$ cat config.mk
export PLATFORM = sky130hd
export DESIGN_NAME = wam_ctrl
export DESIGN_NICKNAME = d
export VERILOG_FILES = /design/src/rtl/wam_ctrl.sv
export SDC_FILE = /design/constraint.sdc
export NUM_CORES = 1
export LEC_CHECK = 0
export CORE_MARGIN = 2
export CORE_UTILIZATION = 35
export DETAILED_ROUTE_END_ITERATION = 6
export GPL_ROUTABILITY_DRIVEN = 0
export PLACE_DENSITY = 0.64
export SETUP_SLACK_MARGIN = 0.15
export SLEW_MARGIN = 40
export SYNTH_ARGS = -nofsm -noshare
export SYNTH_HDL_FRONTEND = slang
export SYNTH_SLANG_ARGS = --single-unit
$ cat constraint.sdc
create_clock -name clk -period 3.5 [get_ports clk]
set_input_delay 0.875 -clock clk [delete_from_list [all_inputs] [get_ports clk]]
set_output_delay 0.875 -clock clk [all_outputs]
set_load 0.1 [all_outputs]
$ cat src/rtl/wam_ctrl.sv
// Whack-a-mole round controller: sequences IDLE/READY/PLAY/PAUSE/OVER,
// drives the generator run/clear, ramps difficulty and keeps the session best.
module wam_ctrl #(
    parameter int TICK_DIV   = 50_000_000,
    parameter int GAME_SECS  = 60,
    parameter int READY_SECS = 3,
    parameter int LEVEL_SECS = 15
) (
    input  logic        clk,
    input  logic        clr_n,
    input  logic        start,
    input  logic        pause,
    input  logic [3:0]  diff_sel,
    input  logic [11:0] score,
    output logic        run,
    output logic        round_clr,
    output logic [3:0]  hrdn,
    output logic [7:0]  time_left,
    output logic [1:0]  ready_cnt,
    output logic        game_over,
    output logic [11:0] best,
    output logic [2:0]  state
);

    typedef enum logic [2:0] {
        S_IDLE  = 3'd0,
        S_READY = 3'd1,
        S_PLAY  = 3'd2,
        S_PAUSE = 3'd3,
        S_OVER  = 3'd4
    } state_t;

    localparam int TCW = (TICK_DIV > 1) ? $clog2(TICK_DIV) : 1;
    localparam int LCW = (LEVEL_SECS > 1) ? $clog2(LEVEL_SECS) : 1;
    localparam logic [TCW-1:0] TICK_MAX   = TCW'(TICK_DIV - 1);
    localparam logic [LCW-1:0] LEVEL_MAX  = LCW'(LEVEL_SECS - 1);
    localparam logic [7:0]     GAME_BCD   = {4'(GAME_SECS / 10), 4'(GAME_SECS % 10)};
    localparam logic [1:0]     READY_INIT = 2'(READY_SECS);

    // Two-digit BCD decrement; a zero ones digit borrows from the tens digit.
    function automatic logic [7:0] bcd_dec(input logic [7:0] v);
        logic [7:0] res;
        if (v[3:0] == 4'd0) begin
            res = {v[7:4] - 4'd1, 4'd9};
        end else begin
            res = {v[7:4], v[3:0] - 4'd1};
        end
        return res;
    endfunction

    function automatic logic [3:0] sat_add(input logic [3:0] a, input logic [3:0] b);
        logic [4:0] sum;
        sum = {1'b0, a} + {1'b0, b};
        return sum[4] ? 4'hF : sum[3:0];
    endfunction

    state_t         r_state, w_next_state;
    logic           r_start_d, r_pause_d, r_start_e, r_pause_e;
    logic [TCW-1:0] r_tcnt;
    logic [LCW-1:0] r_lvl;
    logic [1:0]     r_ready_cnt;
    logic [7:0]     r_time_left;
    logic [3:0]     r_base, r_ramp, r_hrdn;
    logic [11:0]    r_best;
    logic           r_run, r_game_over, r_round_clr;
    logic           w_tick, w_enter_ready, w_enter_over, w_run_nx, w_over_nx;

    assign w_tick = ((r_state == S_READY) || (r_state == S_PLAY)) && (r_tcnt == TICK_MAX);

    // Registered edge detectors; the delay flops reset high so a button held through reset is not an edge.
    always_ff @(posedge clk or negedge clr_n) begin
        if (!clr_n) begin
            r_start_d <= 1'b1;
            r_pause_d <= 1'b1;
            r_start_e <= 1'b0;
            r_pause_e <= 1'b0;
        end else begin
            r_start_d <= start;
            r_pause_d <= pause;
            r_start_e <= start & ~r_start_d;
            r_pause_e <= pause & ~r_pause_d;
        end
    end

    // State register, with run/game_over moving on the same edge as the state.
    always_ff @(posedge clk or negedge clr_n) begin
        if (!clr_n) begin
            r_state     <= S_IDLE;
            r_run       <= 1'b0;
            r_game_over <= 1'b0;
        end else begin
            r_state     <= w_next_state;
            r_run       <= w_run_nx;
            r_game_over <= w_over_nx;
        end
    end

    // Next-state logic; a start edge restarts the round from any state and beats pause.
    always_comb begin
        w_next_state = r_state;
        if (r_start_e) begin
            w_next_state = S_READY;
        end else begin
            case (r_state)
                S_IDLE:  w_next_state = S_IDLE;
                S_READY: w_next_state = (w_tick && (r_ready_cnt == 2'd1)) ? S_PLAY : S_READY;
                S_PLAY: begin
                    if (w_tick && (r_time_left == 8'h01)) begin
                        w_next_state = S_OVER;
                    end else if (r_pause_e) begin
                        w_next_state = S_PAUSE;
                    end else begin
                        w_next_state = S_PLAY;
                    end
                end
                S_PAUSE: w_next_state = r_pause_e ? S_PLAY : S_PAUSE;
                S_OVER:  w_next_state = S_OVER;
                default: w_next_state = S_IDLE;
            endcase
        end
    end

    // Output decode feeding the registered outputs and round-entry actions.
    always_comb begin
        w_run_nx      = (w_next_state == S_PLAY);
        w_over_nx     = (w_next_state == S_OVER);
        w_enter_ready = r_start_e;
        w_enter_over  = (r_state != S_OVER) && (w_next_state == S_OVER);
    end

    // Round datapath: second ticks, countdowns, difficulty ramp and high score.
    always_ff @(posedge clk or negedge clr_n) begin
        if (!clr_n) begin
            r_tcnt      <= '0;
            r_lvl       <= '0;
            r_ready_cnt <= 2'd0;
            r_time_left <= 8'h00;
            r_base      <= 4'd0;
            r_ramp      <= 4'd0;
            r_hrdn      <= 4'd0;
            r_best      <= 12'h000;
            r_round_clr <= 1'b0;
        end else begin
            r_round_clr <= w_enter_ready;
            r_hrdn      <= sat_add(r_base, r_ramp);
            if (w_enter_ready) begin
                r_tcnt      <= '0;
                r_lvl       <= '0;
                r_ready_cnt <= READY_INIT;
                r_time_left <= GAME_BCD;
                r_base      <= diff_sel;
                r_ramp      <= 4'd0;
            end else begin
                if ((r_state == S_READY) || (r_state == S_PLAY)) begin
                    r_tcnt <= w_tick ? '0 : r_tcnt + TCW'(1);
                end else begin
                    r_tcnt <= r_tcnt;
                end
                if ((r_state == S_READY) && w_tick) begin
                    r_ready_cnt <= r_ready_cnt - 2'd1;
                end else begin
                    r_ready_cnt <= r_ready_cnt;
                end
                if ((r_state == S_PLAY) && w_tick) begin
                    r_time_left <= bcd_dec(r_time_left);
                    if (r_lvl == LEVEL_MAX) begin
                        r_lvl  <= '0;
                        r_ramp <= (r_ramp == 4'hF) ? 4'hF : r_ramp + 4'd1;
                    end else begin
                        r_lvl  <= r_lvl + LCW'(1);
                    end
                end else begin
                    r_time_left <= r_time_left;
                end
            end
            if (w_enter_over && (score > r_best)) begin
                r_best <= score;
            end else begin
                r_best <= r_best;
            end
        end
    end

    assign run       = r_run;
    assign round_clr = r_round_clr;
    assign hrdn      = r_hrdn;
    assign time_left = r_time_left;
    assign ready_cnt = r_ready_cnt;
    assign game_over = r_game_over;
    assign best      = r_best;
    assign state     = r_state;

endmodule

==> flow_metrics.py <==
metrics = {
    "critical_path": {
        "endpoint_kind": "register",
        "cp_max_fo": 8,
        "arrival_ps": 2980,
        "startpoint": "score[7]",
        "rr_startpoint": "r_tcnt[0]",
        "critPathRequiredTime_ps": 3720,
        "rr_worst_depth": 6,
        "worst-setup-path-type": "input port to register",
        "cp-start-kind": "input port",
    },
    "global_routing": {
        "grt_pass1_vias": 3394,
        "grtUsageMet2": 0.255,
        "grt_max_degree": 75,
        "grt_pass1_wl_um": 15600,
        "antenna_found_initial": 0,
        "gr-max-usage-layer": "met2",
        "grt_overflow": 0,
        "use_met3": 0.0457,
        "grtUsageMet1": 0.188,
        "track_usage": 0.155,
    },
    "finish": {
        "final_common_cell": "dfrtp_1",
        "fill_cells": 1118,
        "drive_above_1_share": 0.178,
        "layout_common_cells": "dfrtp_1 (72), buf_4 (37), inv_1 (31), nor2_1 (30), ha_1 (26)",
        "area_delta_synth_final_pct": 21.8,
        "nets": 514,
        "multi_input_area_sq_mm": 0.00206,
        "antenna_cells": 0,
        "ff_latch_area_sq_mm": 0.00185,
    },
    "hold_path": {
        "min-delay-start": "r_start_d",
        "hold_path_depth": 1,
        "hp-class": "register to register",
    },
    "floorplanning": {
        "coreArea_sq_mm": 0.0114,
        "rows": 39,
        "fp.dieArea_sq_mm": 0.0125,
        "io-pin-count": 52,
        "die_x_um": 112,
        "fp.dieH_um": 112,
        "floorplan.initialDensity": 0.358,
    },
    "sta": {
        "clock_skew_ps": 6.13,
        "finalHoldViolations": 0,
        "fin_crit_sh": 0.788,
        "timing.final.crit_period_ps": 2760,
        "max_slew_margin": 0.463,
        "tns_ps": 0,
        "timing.fmax_mhz": 363,
        "rsz0062_at_grt": "no",
        "tightest_slew_ps": 800,
        "worst_hold_slack_ps": 487,
        "setup_violations": 0,
        "final-max-slew-violation-count": 0,
    },
    "power": {
        "power_mw": 2.03,
        "power_leakage_nw": 2.19,
        "ir_worst_vdd_mv": 0.275,
        "p_per_area_mw_per_mm2": 408,
    },
    "synthesis": {
        "synth_edf_count": 0,
        "synth_area_sq_mm": 0.00408,
        "synth-xor-area-share": 0.0429,
        "synthesis.nets": 461,
        "synth_area_per_cell_sq_um": 9.86,
        "synth_cells": 414,
        "async_flop_share": 1.00,
        "synth_top_family_by_area": "simple AND/OR/NAND/NOR gates",
        "ys_warn_count": 0,
        "ys_types": 54,
        "yosysSeqAreaShare": 0.454,
        "synth_compound_area_frac": 0.0993,
        "synth-simple-area-share": 0.225,
        "synth-seq-cells": 74,
        "synth_flop_cell": "dfrtp_1",
        "yosys-mux-area-fraction": 0.0515,
        "synth_fa_ha_area_frac": 0.0846,
    },
    "detailed_routing": {
        "routed_wl_um": 9270,
        "drt_iter0_drc": 144,
        "first_pass_iters": 4,
        "routedWlPerCell_um": 15.1,
        "ant_nets": 0,
        "drt_drc_violations_left": 0,
        "viasPerCell": 5.33,
        "vias": 3270,
    },
    "clock_tree": {
        "clk_pin_slew_ps": 60,
        "numCtsBuffers": 9,
        "clk_path_buf_depth": 2,
        "postCtsSetupBuffers": 0,
        "clkSinkCount": 74,
        "post_cts_resized": 0,
        "ctsHtreeMaxLevel": 3,
        "cts_tree": "done",
        "cts_root_buf": "clkbuf_16",
        "clk_latency_ps": 340,
        "hold_buffers": 0,
    },
    "run_status": {
        "status": "completed",
    },
    "run": {
        "maxCapViolCount": 0,
    },
    "placement": {
        "hpwl_um": 6540,
        "port_buffers": 51,
    },
}
-- critical path: stages --
cell             delay [ps]
clkdlybuf4s50_1         430
ha_1                    340
a21oi_1                 140
o21ai_0                  90
a221o_1                 340
o211ai_1                200
buf_4                   210
mux2_2                  340
-- power by group --
part	total (mW)	leakage (nW)	internal, mW	switching [mW]
Clock	0.898	0.147	0.551	0.347
Sequential	0.926	0.977	0.892	0.0335
Combinational	0.204	1.07	0.0732	0.131
-- layout make-up --
| type | count | area share |
|---|---|---|
| clock inverter | 2 | 0.00201 |
| sequential | 74 | 0.373 |
| multi-input combinational | 295 | 0.415 |
| clock buffer | 13 | 0.0564 |
| inverter | 31 | 0.0234 |
| timing repair buffer | 56 | 0.0944 |
| tap | 143 | 0.0360 |
-- final timing paths --
kind	end	slack (ps)
worst min-delay path	r_start_e	490
min in group asynchronous	r_tcnt[15]	550
max in group asynchronous	r_base[0]	2460
worst max register to register	time_left[3]	780
worst min register to register	r_start_e	490
worst max-delay path	best[9]	740
-- logic make-up (layout without fill, tap and decap cells) --
| kind of cell | after synthesis | in the layout |
|---|---|---|
| buffers and inverters | 45 | 102 |
| muxes | 19 | 19 |
| adders and majority gates | 27 | 27 |
| xor gates and xnor gates | 20 | 20 |
| AOI/OAI and AO/OA | 65 | 65 |
| and+or+nand+nor | 164 | 164 |
| DFF | 74 | 74 |
-- synthesized netlist by cell type (all sizes together) (2+ instances only) --
cell type / instances / area [sq um]
and4: 5 / 43.8
nor2: 30 / 113
o211ai: 3 / 22.5
a31oi: 8 / 50.1
and3: 7 / 43.8
or2: 4 / 25.0
o21ai: 13 / 65.1
dfrtp: 72 / 1800
xor2: 10 / 87.6
nand4: 22 / 159
xnor2: 10 / 87.6
nand2b: 5 / 31.3
and2: 4 / 25.0
dfstp: 2 / 52.6
clkbuf: 10 / 38.8
nor2b: 7 / 43.8
nand3: 15 / 75.1
nor3: 16 / 85.1
a211oi: 3 / 22.5
buf: 4 / 20.0
or3: 11 / 68.8
ha: 26 / 325
inv: 31 / 116
a21oi: 24 / 120
nand2: 23 / 86.3
o22ai: 2 / 12.5
mux2: 16 / 180
nor4: 7 / 50.1
or4: 3 / 22.5
mux2i: 3 / 30.0
nand3b: 2 / 15.0
a221o: 2 / 20.0
-- flip-flops by register name, indices dropped and copies added, names as in the netlist --
register / count
r_tcnt: 26
best: 12
time_left: 8
hrdn: 4
r_base: 4
r_lvl: 4
r_ramp: 4
state: 3
ready_cnt: 2
game_over: 1
r_pause_d: 1
r_pause_e: 1
r_start_d: 1
r_start_e: 1
round_clr: 1
run: 1
-- per-stage QoR --
step / util / std cells / setup WS [ps] / area, sq um
after floorplan: - / 414 / 527 / 4080
after global placement: 0.409 / 599 / 419 / 4670
after detailed placement: 0.409 / 599 / 379 / 4680
after CTS: 0.435 / 614 / 737 / 4970
after global routing: 0.435 / 614 / 565 / 4970
final: 0.435 / 614 / 741 / 4970
-- routing by layer --
| layer | part of all wire | wire (um) |
|---|---|---|
| met4 | 0.020 | 182 |
| met3 | 0.052 | 479 |
| met5 | 0 | 0 |
| met1 | 0.45 | 4190 |
| met2 | 0.48 | 4420 |
Power figures use the tool's default switching activity.
==> variant 1 (same settings) <==
The parameter `GAME_SECS` goes from 60 to 30.
--- a/src/rtl/wam_ctrl.sv
+++ b/src/rtl/wam_ctrl.sv
@@ -3,5 +3,5 @@
 module wam_ctrl #(
     parameter int TICK_DIV   = 50_000_000,
-    parameter int GAME_SECS  = 60,
+    parameter int GAME_SECS  = 30,
     parameter int READY_SECS = 3,
     parameter int LEVEL_SECS = 15
Behaviour: not the same (a bounded check fails within 4 cycles, from zero or initial values).
==> variant 1 against the unedited design <==
The run now ends with DRC left. Synthesized cell count grew 3.9%. Clock skew grew 0.0047 ns. Fmax shrank 1.6%. Core utilization grew 0.95 points. Worst setup slack lost 0.044 ns. Via count grew 4.4%. Routed wire length shrank 1.0%. Cell area grew 3.0%. Power grew 8.7%. Clock power grew 19%. Sequential power shrank 0.4%. Global-route usage shrank 0.45 points. Synthesized area grew 2.0%. Sequential cell count is the same. Critical path type is now reg -> reg. Critical endpoint is now best[1].
==> variant 1: results (changes against the unedited design) <==
Parameter                              Value

Yosys
  Top FF cell, synth ... sky130_fd_sc_hd__dfrtp_1
  Most area-consuming cells after synthesis ... sky130_fd_sc_hd__dfrtp_1 (43%), sky130_fd_sc_hd__ha_1 (7.8%), sky130_fd_sc_hd__a21oi_1 (3.1%), sky130_fd_sc_hd__nor2_1 (3.0%), sky130_fd_sc_hd__inv_1 (2.9%)
  Post-synthesis net count ... 477 (+3.5%)
  Top cells by instance count after synthesis ... sky130_fd_sc_hd__dfrtp_1 (72), sky130_fd_sc_hd__nor2_1 (33), sky130_fd_sc_hd__inv_1 (32)
  Count of warnings emitted by yosys ... 0 (unchanged)
  Sequential area share after synthesis ... 44.5% (-0.90 points)
  Number of cells produced by synthesis ... 430 (+3.9%)
  Number of distinct library cells after synthesis ... 55 (+1.9%)

Detailed routing
  Average vias per placed instance ... 5.39 (+1.3%)
  DRC ... 6 (+6)
  Length of the first detailed-routing pass in iterations ... 6 (+2)
  Number of DRC markers in iteration 0 ... 299 (+110%)
  Overall routed net length ... 9170 um (-1.0%)

Worst setup path
  Cell with the largest stage delay on the worst path ... sky130_fd_sc_hd__or4_4
  Worst reg2reg path endpoint ... best[1]
  Launch point of the critical path ... r_tcnt[16]
  Reg-to-reg slack, setup ... 0.70 ns (-0.08 ns)
  Top Family by Delay on Critical Path ... simple AND/OR/NAND/NOR gates
  Maximum fanout count along the critical path ... 12 (+4)
  CP peak stage delay ... 0.57 ns (+0.14 ns)

Clock tree
  Post-CTS Setup Bufs ... 0 (unchanged)
  Post-CTS clock slew at the launch and capture registers of the worst setup and hold paths ... 0.06 ns (about the same)
  Number of CTS-inserted buffers ... 9 (unchanged)

Timing
  Headroom to the max-slew limit ... 48.7% (+2.4 points)
  Final clock skew ... 0.0109 ns (+0.00473 ns)

Cells and area
  Post-layout net count ... 532 (+3.5%)
  Filler Cell Count ... 1102 (-1.4%)
  Post-Layout Cell Count ... 633 (+3.1%)
  Total inserted antenna cells ... 0 (unchanged)
  Share of final-layout standard cells stronger than drive strength 1 ... 14.5% (-3.3 points)

Pwr
  Max IR drop VDD ... 0.216 mV (-22%)
  Static power due to leakage ... 2.24 nW (+2.0%)
  Net Switching ... 538 uW (+5.2%)

Global route
  All-layer global routing usage ... 15.0% (-0.45 points)
  First-pass GRT wire length ... 15800 um (+1.4%)
  Number of global-route vias before repair ... 3379 (-0.44%)

Run status
  Violations in the final reports ... DRC
  Outcome ... finished with violations

Placed design
  Final HPWL from detailed placement ... 6330 um (-3.3%)
  Post-DP Area ... 4780 um^2 (+2.2%)
  Number of placed cells counting well taps ... 617 (+3.0%)
## variant 1: cell count changes after synthesis, moves of 3 or more
cell                       unedited run  this run
sky130_fd_sc_hd__mux2_1               0        10
sky130_fd_sc_hd__or2_2                4         0
sky130_fd_sc_hd__mux2_2              16         6
sky130_fd_sc_hd__xnor2_1             10         7
sky130_fd_sc_hd__a31oi_1              8         4
sky130_fd_sc_hd__o21ai_0             12        17
sky130_fd_sc_hd__and4_1               5         8
sky130_fd_sc_hd__nand2_1             23        29
sky130_fd_sc_hd__nand2b_1             5         2
sky130_fd_sc_hd__clkbuf_1             9        12
sky130_fd_sc_hd__nand3_1             15        22
sky130_fd_sc_hd__nor2_1              30        33
## variant 1: kinds of logic after synthesis
group / synth area share (%)
flip-flops: 44.5
adder cells (fa/ha/maj): 8.29
AND/OR/NAND/NOR: 24.0
multiplexers: 5.53
AO/OA/AOI/OAI: 9.31
buffers and inverters: 4.36
XOR/XNOR: 4.00
## variant 1: power by group through the flow
stage                     clock network (mW)  logic [mW]  registers, mW
after detailed placement                   0       0.216          0.938
after global routing                    1.13       0.238          0.927
after global placement                     0       0.212          0.935
after floorplan                            0      0.0844          0.988
after CTS                               1.09       0.218          0.922
final                                   1.07       0.214          0.922
## variant 1: layer usage
layer	up-vias	GRT usage (%)	share of wire, %
li1	1651	-	-
met5	-	0	0
met2	58	25.0	48
met4	0	4.31	0.93
met3	7	3.21	3.8
met1	1699	19.8	47
## variant 1: per-stage QoR
| stage | hold slack [ns] | setup WS [ns] | utilization, % |
|---|---|---|---|
| after CTS | 0.488 | 0.692 | 44.5 |
| after global routing | 0.509 | 0.558 | 44.5 |
| after global placement | 0.468 | 0.441 | 41.4 |
| after floorplan | 0.379 | 0.573 | - |
| final | 0.484 | 0.698 | 44.5 |
| after detailed placement | 0.474 | 0.385 | 41.5 |
## variant 1: final cells by class
cell class | count | area, um^2 | area share, %
clock inverter | 6 | 114 | 2.22
inverter | 33 | 124 | 2.42
sequential | 74 | 1850 | 36.2
tap | 143 | 179 | 3.49
multi-input combinational | 309 | 2140 | 41.8
clock buffer | 10 | 229 | 4.47
timing repair buffer | 58 | 484 | 9.45
## variant 1: worst min-delay path by stage
stage                      to  slack [ns]  depth (start not counted)
finish              r_start_e        0.48                          1
CTS                 r_start_e        0.49                          1
global route        r_start_e        0.51                          1
floorplan           round_clr        0.38                          0
global placement    r_start_e        0.47                          1
detailed placement  r_start_e        0.47                          1
==> variant 2 (same flow settings) <==
Without the edit above. One comparison of `r_tcnt` changes from == to >=.
--- a/src/rtl/wam_ctrl.sv
+++ b/src/rtl/wam_ctrl.sv
@@ -66,5 +66,5 @@
     logic           w_tick, w_enter_ready, w_enter_over, w_run_nx, w_over_nx;
 
-    assign w_tick = ((r_state == S_READY) || (r_state == S_PLAY)) && (r_tcnt == TICK_MAX);
+    assign w_tick = ((r_state == S_READY) || (r_state == S_PLAY)) && (r_tcnt >= TICK_MAX);
 
     // Registered edge detectors; the delay flops reset high so a button held through reset is not an edge.
Function: same outputs for any inputs over 10 cycles, from zero or initial values; that may be too few to reach the edited logic, so the function may still have changed.
==> variant 2 against the unedited design <==
Routed wire length fell by 3.9%. Power rose by 1.5%. Worst setup slack got worse by 0.29 ns. Critical path depth fell by 2. Fmax fell by 9.6%. Sequential cell count did not move. Sequential share of layout area fell by 0.075 points. Critical endpoint is now best[11]. Synthesized area rose by 0.55%. Clock skew rose by 0.00083 ns. Combinational power rose by 8%. Cell area rose by 0.20%. Cell count fell by 0.33%. Register-to-register slack got worse by 0.33 ns. Hold slack got worse by 0.010 ns.
==> variant 2: results (changes against the unedited design) <==
Parameter                              Value

Run status
  Outcome ... finished, final reports clean

Worst setup path
  Arrival time at the worst endpoint ... 3.27 ns (+0.29 ns)
  Maximum fanout count along the critical path ... 12 (+4)
  Worst R2R Start ... r_tcnt[18]
  Category of the most critical setup path ... reg -> reg
  Destination of the critical timing path ... best[11]
  Cell with the largest stage delay on the worst path ... sky130_fd_sc_hd__or4_4
  Reg-to-reg slack, setup ... 0.45 ns (-0.33 ns)
  Top Family by Delay on Critical Path ... simple AND/OR/NAND/NOR gates

Cells and area
  Post-Layout Cell Count ... 612 (-0.33%)
  Share of final-layout standard cells stronger than drive strength 1 ... 15.6% (-2.3 points)
  Post-layout net count ... 511 (-0.58%)

Detailed routing
  Overall routed net length ... 8900 um (-3.9%)
  Number of DRC markers in iteration 0 ... 138 (-4.2%)

Placed design
  Final HPWL from detailed placement ... 6380 um (-2.5%)
  Number of placed cells counting well taps ... 596 (-0.50%)

Timing
  Headroom to the max-slew limit ... 47.8% (+1.5 points)
  Final clock skew ... 0.00696 ns (+0.000834 ns)

Yosys
  Number of cells produced by synthesis ... 411 (-0.72%)
  Post-synthesis net count ... 458 (-0.65%)
  Sequential area share after synthesis ... 45.2% (-0.25 points)
  Number of distinct library cells after synthesis ... 57 (+5.6%)
  Most area-consuming cells after synthesis ... sky130_fd_sc_hd__dfrtp_1 (44%), sky130_fd_sc_hd__ha_1 (7.9%), sky130_fd_sc_hd__mux2_4 (3.7%), sky130_fd_sc_hd__nor2_1 (3.6%), sky130_fd_sc_hd__a21oi_1 (2.9%)

Pwr
  Max IR drop VDD ... 0.204 mV (-26%)

Global route
  First-pass GRT wire length ... 15200 um (-2.6%)
  Number of global-route vias before repair ... 3276 (-3.5%)
  Pin count of the biggest net entering global routing ... 29 (-61%)
  All-layer global routing usage ... 14.9% (-0.62 points)

Hold path
  Type of the most critical hold path ... in -> async
==> variant 2: how the worst min path moves through the flow <==
stage              start  cells after the start         to  slack, ns
2_1_floorplan  r_start_e                      0  round_clr       0.35
3_3_place_gp   r_pause_d                      1  r_pause_e       0.50
3_5_place_dp   r_pause_d                      1  r_pause_e       0.49
4_1_cts            clr_n                      1    best[4]       0.49
5_1_grt        r_pause_d                      1  r_pause_e       0.50
6_report           clr_n                      1    best[4]       0.48
==> variant 2: cell families after synthesis <==
family | count (synthesis) | synth area share, %
AOI/OAI and AO/OA | 83 | 13.4
muxes | 19 | 6.00
xor gates and xnor gates | 19 | 4.05
DFF | 74 | 45.2
buffers and inverters | 45 | 4.33
and+or+nand+nor | 144 | 18.6
adders and majority gates | 27 | 8.41
==> variant 2: area by class of cell <==
cell class / count / area share, %
repair buffers: 57 / 9.44
inverters: 30 / 2.26
clock buffers: 14 / 5.10
clock inverters: 2 / 0.753
flip-flops and latches: 74 / 37.2
well taps: 143 / 3.59
multi-input cells: 292 / 41.6
==> variant 2: through the flow <==
stage / setup slack (ns) / area, um^2
final: 0.449 / 4980
after global routing: 0.383 / 4980
after CTS: 0.455 / 4980
after detailed placement: 0.345 / 4690
after global placement: 0.381 / 4690
after floorplan: 0.304 / 4110
==> variant 2: routing by layer <==
metal | vias up | GRT usage, % | wire length (um)
met5 | - | 0 | 0
met4 | 0 | 6.91 | 200
met3 | 15 | 3.13 | 370
met2 | 65 | 24.3 | 4220
met1 | 1582 | 18.9 | 4110
li1 | 1575 | - | -
==> variant 2: power by group <==
part | total [mW] | internal [mW] | switching (mW)
combinational | 0.221 | 0.0800 | 0.141
clock | 0.917 | 0.573 | 0.344
sequential | 0.920 | 0.891 | 0.0290
total | 2.06 | 1.54 | 0.514
